==> config.mk <==
export PLATFORM = sky130hd
export DESIGN_NAME = vga_fb_arbiter
export DESIGN_NICKNAME = d
export VERILOG_FILES = /design/src/rtl/vga_fb_arbiter.sv
export SDC_FILE = /design/constraint.sdc
export NUM_CORES = 1
export LEC_CHECK = 0
export CORE_ASPECT_RATIO = 0.75
export CORE_MARGIN = 1
export CORE_UTILIZATION = 25
export DETAILED_ROUTE_END_ITERATION = 10
export GPL_TIMING_DRIVEN = 0
export PLACE_DENSITY = 0.47
export SYNTH_ARGS = -nofsm -noshare
export SYNTH_HDL_FRONTEND = slang
export SYNTH_SLANG_ARGS = --single-unit
==> constraint.sdc <==
create_clock -name clk -period 4.1 [get_ports clk]
set_clock_uncertainty 0.2 [all_clocks]
set_input_delay 0.82 -clock clk [delete_from_list [all_inputs] [get_ports clk]]
set_output_delay 0.82 -clock clk [all_outputs]
set_load 0.1 [all_outputs]
==> src/rtl/vga_fb_arbiter.sv <==
// Framebuffer RAM arbiter: display reads win every slot, buffered client
// writes and a whole-buffer clear engine retire in the remaining slots.
module vga_fb_arbiter #(
    parameter int FB_W       = 160,
    parameter int FB_H       = 120,
    parameter int SCALE_LOG2 = 2,
    parameter int FIFO_DEPTH = 4,
    parameter int COLOR_W    = 4,
    parameter int ADDR_W     = 15
) (
    input  logic               clk,
    input  logic               reset,
    input  logic [9:0]         pixel_x,
    input  logic [9:0]         pixel_y,
    input  logic               video_on,
    input  logic               wr_valid,
    output logic               wr_ready,
    input  logic [7:0]         wr_x,
    input  logic [6:0]         wr_y,
    input  logic [COLOR_W-1:0] wr_color,
    input  logic               clear_req,
    input  logic [COLOR_W-1:0] clear_color,
    output logic               clear_busy,
    output logic [ADDR_W-1:0]  ram_addr,
    output logic               ram_we,
    output logic [COLOR_W-1:0] ram_wdata,
    input  logic [COLOR_W-1:0] ram_rdata,
    output logic [COLOR_W-1:0] pix_color,
    output logic               pix_on,
    output logic               drop_pulse
);

    localparam int PW = $clog2(FIFO_DEPTH);
    localparam logic [ADDR_W-1:0] LAST_ADDR = ADDR_W'(FB_W * FB_H - 1);

    typedef enum logic {NORMAL, CLEAR} state_t;

    typedef struct packed {
        logic [ADDR_W-1:0]  addr;
        logic [COLOR_W-1:0] color;
    } entry_t;

    function automatic logic [ADDR_W-1:0] cell_addr(
        input logic [ADDR_W-1:0] x,
        input logic [ADDR_W-1:0] y
    );
        return y * ADDR_W'(FB_W) + x;
    endfunction

    state_t             state, state_next;
    logic [ADDR_W-1:0]  clr_cnt;
    logic [COLOR_W-1:0] clr_color;

    entry_t             fifo_mem [FIFO_DEPTH];
    logic [PW:0]        wp, rp;
    entry_t             head, entry_in;
    logic               empty, full;
    logic               accept, in_range, push, pop, flush;

    logic               disp_slot, clr_adv, clr_last;
    logic [ADDR_W-1:0]  disp_addr;
    logic               rd_q;
    logic [COLOR_W-1:0] col_q;
    logic [1:0]         von_q;

    // FIFO status and client handshake
    assign empty    = (wp == rp);
    assign full     = (wp[PW] != rp[PW]) && (wp[PW-1:0] == rp[PW-1:0]);
    assign head     = fifo_mem[rp[PW-1:0]];
    assign wr_ready = !reset && !full && (state == NORMAL);
    assign accept   = wr_valid && wr_ready;
    assign in_range = (32'(wr_x) < 32'(FB_W)) && (32'(wr_y) < 32'(FB_H));
    assign push     = accept && in_range;
    assign flush    = (state == NORMAL) && clear_req;
    assign entry_in = '{addr: cell_addr(ADDR_W'(wr_x), ADDR_W'(wr_y)),
                        color: wr_color};

    assign disp_slot = !reset && video_on
                     && (pixel_x[SCALE_LOG2-1:0] == '0);
    assign disp_addr = cell_addr(ADDR_W'(pixel_x >> SCALE_LOG2),
                                 ADDR_W'(pixel_y >> SCALE_LOG2));

    // Slot decision: display, then clear, then FIFO, else idle
    always_comb begin
        ram_addr  = '0;
        ram_we    = 1'b0;
        ram_wdata = '0;
        pop       = 1'b0;
        clr_adv   = 1'b0;
        if (disp_slot) begin
            ram_addr = disp_addr;
        end else if (state == CLEAR) begin
            ram_we    = 1'b1;
            ram_addr  = clr_cnt;
            ram_wdata = clr_color;
            clr_adv   = 1'b1;
        end else if (!empty) begin
            ram_we    = 1'b1;
            ram_addr  = head.addr;
            ram_wdata = head.color;
            pop       = 1'b1;
        end
    end

    assign clr_last = clr_adv && (clr_cnt == LAST_ADDR);

    always_comb begin
        state_next = state;
        unique case (state)
            NORMAL: if (clear_req) state_next = CLEAR;
            CLEAR:  if (clr_last)  state_next = NORMAL;
            default: state_next = NORMAL;
        endcase
    end

    always_ff @(posedge clk or posedge reset) begin
        if (reset) begin
            state     <= NORMAL;
            clr_cnt   <= '0;
            clr_color <= '0;
        end else begin
            state <= state_next;
            if (flush) begin
                clr_cnt   <= '0;
                clr_color <= clear_color;
            end else if (clr_last) begin
                clr_cnt <= '0;
            end else if (clr_adv) begin
                clr_cnt <= clr_cnt + 1'b1;
            end
        end
    end

    // Writes accepted in the clear_req cycle are flushed with the rest
    always_ff @(posedge clk or posedge reset) begin
        if (reset) begin
            wp <= '0;
            rp <= '0;
        end else if (flush) begin
            wp <= '0;
            rp <= '0;
        end else begin
            if (push) wp <= wp + 1'b1;
            if (pop)  rp <= rp + 1'b1;
        end
    end

    always_ff @(posedge clk) begin
        if (push && !flush) fifo_mem[wp[PW-1:0]] <= entry_in;
    end

    always_ff @(posedge clk or posedge reset) begin
        if (reset) begin
            drop_pulse <= 1'b0;
            rd_q       <= 1'b0;
            col_q      <= '0;
            von_q      <= '0;
        end else begin
            drop_pulse <= accept && !in_range;
            rd_q       <= disp_slot;
            if (rd_q) col_q <= ram_rdata;
            von_q <= {von_q[0], video_on};
        end
    end

    assign pix_on     = von_q[1];
    assign pix_color  = pix_on ? col_q : '0;
    assign clear_busy = (state == CLEAR);

endmodule

# Word-level counts from Yosys, hierarchy flattened
# Memory sizes are Yosys's and may differ from the RTL's.
# Cells that the tools add are included.
totals:
  reg_bits: 34
  ramBits: 76
  in_bits: 52
  memories: 1
mem_list:
  columns: ["name", "depth", "width", "read_ports", "rd_clocked_by_memory_dff", "wr", "line_no", "text"]
  rows:
  - ["fifo_mem", 4, 19, 1, 0, 1, "54", "entry_t fifo_mem [FIFO_DEPTH];"]
op_classes:
  add_sub_neg: 5
  n_mul: 2
  order_cmp: 2
  n_eq_ne: 4
  mux: 26
  bitwise_logic: 1
  n_reduce_logical: 20
ops:
  columns: ["operator", "n"]
  rows:
  - ["$mux W15", 6]
  - ["$add A15 B8 Y15", 2]
  - ["$mux W4", 4]
  - ["$add A15 B1 Y15 const B", 1]
  - ["$eq A15 B15 Y1 const B", 1]
  - ["$logic_and A1 B1 Y1", 12]
  - ["$mux W3", 4]
  - ["$mux W1", 11]
  - ["$mul A7 B3 Y10 const B", 1]
  - ["$mul A8 B3 Y10 const B", 1]
  - ["$lt A8 B8 Y1 const B", 1]
  - ["$lt A7 B7 Y1 const B", 1]
  - ["$add A3 B1 Y3 const B", 2]
  - ["$logic_not A1 Y1", 4]
  - ["$reduce_bool A2 Y1", 2]
  - ["$eq A3 B3 Y1", 1]
  - ["$reduce_bool A3 Y1", 1]
  - ["$eq A2 B2 Y1", 1]
  - ["$logic_not A2 Y1", 1]
  - ["$pmux W1 S2", 1]
  - ["$ne A1 B1 Y1", 1]
  - ["$not A1 Y1", 1]

# Logic depth before layout (Yosys ltp)
logic_depth:
  depth_word: 10
  depth_mapped: 10
  mapped_depth_nobuf: 10

# Worst setup path after synthesis
# OpenSTA, ideal clock, no wires.
synth_path:
  path_kind: "input to output"
  from: "in pixel_y[3]"
  to: "out ram_addr[12]"
  arrival_time_ps: 4407
  required_ps: 3080
  setup_slack_ps: -1327
  path_stages: 8
  n_path_buf: 0
  path_cell_list: "ha_1 > ha_1 > inv_1 > fa_1 > nor3_1 > nand2_1 > xor2_1 > o21ai_0"
synth_between:
  elab_chain_len: 3
synth_lines:
  columns: ["item", "line_no", "text"]
  rows:
  - ["start: declaration", "14", "input logic [9:0] pixel_y,"]
  - ["$mul A8 B3 Y10", "47", "return y * ADDR_W'(FB_W) + x;"]
  - ["$add A15 B8 Y15", "47", null]
  - ["$mux W15", "90", "if (disp_slot) begin"]
  - ["end: declaration", "24", "output logic [ADDR_W-1:0] ram_addr,"]
# No other way between the ends.

# Final worst setup path
layout_path:
  from: "in pixel_y[2]"
  to: "out ram_addr[14]"
# The elaborated chain is that of the path after synthesis.

==> impl_metrics.ini <==
[synthesis]
ys_top_cells_by_count = edfxtp_1 (76), dfrtp_1 (34), ha_1 (34)
syn_area_per_cell_um2 = 12.8
ys_seq_area_frac = 0.537
synth_warnings = 0
synthCells = 455
synth_ff_type = edfxtp_1
syn_nets = 545
synthesis.area_um2 = 5830
yosysUniqueCellTypes = 52
synthArstFlopShare = 0.309
ys_ff_latch = 110
synthDominantCellAreaShare = 0.391
yosysMostFrequentCell = edfxtp_1
synth_edf_count = 76
yosysTopAreaCell = edfxtp_1
yosys-top-cells-area = edfxtp_1 (39%), dfrtp_1 (15%), mux4_2 (7.3%)

[sta]
fin_setup_tns_ps = 0
setup_viol_count_final = 0
fin_ws_ps = 70.3
max_freq_ghz = 0.248
worst_pin_slew_ps = 1100
slew_headroom = 0.267
rsz0062_at_grt = false
final_max_slew_viol_count = 0
finalHoldViolCount = 0
period_needed_ps = 4030
fin_crit_sh = 0.983

[grt]
gr-total-overflow = 0
first_global_vias = 4143
grt_pass1_wl_um = 22500
grt_antenna_before_repair = 0
grt_max_degree = 21
grt_usage = 0.125

[power]
p_int_mw = 2.06
p_leak_nw = 2.73
p_sw_frac = 0.354
p_comb_frac = 0.319
p_seq_frac = 0.414
power_density_nw_per_um2 = 416
clkPwrFrac = 0.267
p_sw_mw = 1.12
ir_drop_mv = 0.195

[routing]
first_pass_iters = 4
routed.top_layer = met4
antenna_left = 0
viasPerCell = 4.59
drt_wl_total_um = 14100
vias = 3933
wl_per_cell_um = 16.5
drcViolationCount = 0
wl_met2_um = 6730
wl_met3_um = 568
drt-initial-drc-count = 151
wl_met1_um = 6700

[clock_network]
cts_tree = yes
path_clk_slew_ps = 70
h-tree-depth = 3
cts-root-buf = clkbuf_16
worstSkewPairLatency_ps = 350
clock_sinks = 110
cts_made_buffers = 9
clockBufferDepth = 2
hold_buffers = 0

[layout]
drive_gt1_frac = 0.250
seq_area_um2 = 3130
multiInputGateArea_um2 = 2870
fin_util = 0.333
nNetsFinal = 641
area_growth_pct = 31.0
fin_area_um2 = 7640
fill_cells = 2281

[placed_design]
dp_hpwl_um = 10400
placed_area_um2 = 7090
io_buffers = 77
pre_cts_slack_ps = -1340
gp_congestion = 0.818

[worst_setup_path]
cp.required_ps = 3080
path_max_fanout = 2
end_kind = output pin
critical_path_class = primary input to output pin
start_kind = primary input
cp.arrival_ps = 3010

[run_status]
outcome = finished, final reports clean

[die]
boundaryPins = 80
chipHeight_um = 134
coreArea_um2 = 22900
start_util = 0.254
dieArea_um2 = 24000
die_w_um = 178
num_rows = 48

[worst_hold_path]
hold_class = register to register

[job]
maxCapViolCount = 0
==> cell families after synthesis <==
family | synth area share
AOI/OAI and AO/OA | 0.0980
xor gates and xnor gates | 0.0480
adders and majority gates | 0.0867
buffers and inverters | 0.0255
DFF | 0.537
muxes | 0.0905
and+or+nand+nor | 0.114
==> power groups by stage <==
stage / Combinational, mW / Clock (mW) / Sequential [mW]
2_1_floorplan: 0.715 / 0 / 1.32
3_3_place_gp: 0.964 / 0 / 1.34
3_5_place_dp: 0.979 / 0 / 1.34
4_1_cts: 1.01 / 0.870 / 1.31
5_1_grt: 1.09 / 0.914 / 1.32
6_report: 1.02 / 0.849 / 1.32
==> per-layer routing <==
layer / vias up / GRT usage
met5: - / 0
met4: 0 / 0.0245
met3: 9 / 0.0306
met2: 67 / 0.203
met1: 1957 / 0.169
li1: 1900 / -
==> through the flow <==
step           instances  hold slack (ps)  power, mW
2_1_floorplan        455              131       2.04
3_3_place_gp         832              135       2.30
3_5_place_dp         833              140       2.32
4_1_cts              855              156       3.19
5_1_grt              856              167       3.33
6_report             857              162       3.18
==> cell usage in the layout, fill, tap and decap left out, drive strengths merged, types with 2 or more instances in the layout <==
| cell type | Yosys | routed |
|---|---|---|
| nand3 | 9 | 9 |
| a31oi | 3 | 3 |
| a21o | 3 | 3 |
| o311ai | 2 | 2 |
| and3 | 4 | 4 |
| and2 | 9 | 9 |
| a21oi | 21 | 21 |
| a211oi | 10 | 10 |
| o21ai | 32 | 32 |
| nor3 | 8 | 8 |
| fa | 4 | 4 |
| inv | 22 | 27 |
| buf | 8 | 29 |
| o41ai | 2 | 2 |
| mux4 | 19 | 19 |
| nand2 | 29 | 29 |
| xnor2 | 14 | 14 |
| edfxtp | 76 | 76 |
| nand2b | 2 | 2 |
| mux2 | 8 | 8 |
| clkbuf | 7 | 21 |
| xor2 | 18 | 18 |
| a22o | 4 | 4 |
| dfrtp | 34 | 34 |
| clkdlybuf4s15 | 0 | 10 |
| nor2b | 7 | 7 |
| nor3b | 17 | 17 |
| nand4 | 2 | 2 |
| nor2 | 27 | 27 |
| clkdlybuf4s50 | 0 | 48 |
| ha | 34 | 34 |
| o31ai | 5 | 5 |
==> cell type report <==
class	instances	share of cell area
Tap cell	300	0.0491
Clock inverter	6	0.00786
Inverter	22	0.0108
Antenna cell	1	0.000328
Buffer	15	0.00917
Clock buffer	10	0.0300
Multi-Input combinational cell	308	0.376
Timing Repair Buffer	85	0.107
Sequential cell	110	0.410
==> worst max-delay path, stage by stage <==
cell and delay [ps]:
clkdlybuf4s15_1 210, ha_2 210, ha_4 140, inv_1 40
fa_2 370, nor2b_4 150, o311ai_2 100, o311a_1 410
xnor2_2 170, a21oi_4 190, buf_12 190
==> sequential cells by signal, indices dropped and copies added, names as in the netlist <==
register and count:
rp 3, wp 3, fifo_mem 76, clr_cnt 15, clr_color 4, col_q 4
rd_q 1, clear_busy 1, von_q 2, drop_pulse 1
==> final timing paths <==
path | from | to | slack, ps | depth (start not counted)
min reg2reg | von_q[0] | von_q[1] | 160 | 0
min in group asynchronous | reset | clr_color[3] | 880 | 2
max reg2reg | wp[1] | fifo_mem[1][18] | 1280 | 4
max | pixel_y[2] | ram_addr[14] | 70 | 11
min | von_q[0] | von_q[1] | 160 | 0
max in group asynchronous | reset | clr_cnt[2] | 2260 | 3
==> timing repair <==
action                                  CTS  global route
endpoints found under the setup margin   20            10
pin swaps                                12            13
buffers inserted                          6             1
resized for setup                       116            40
(Power assumes the default switching activity.)
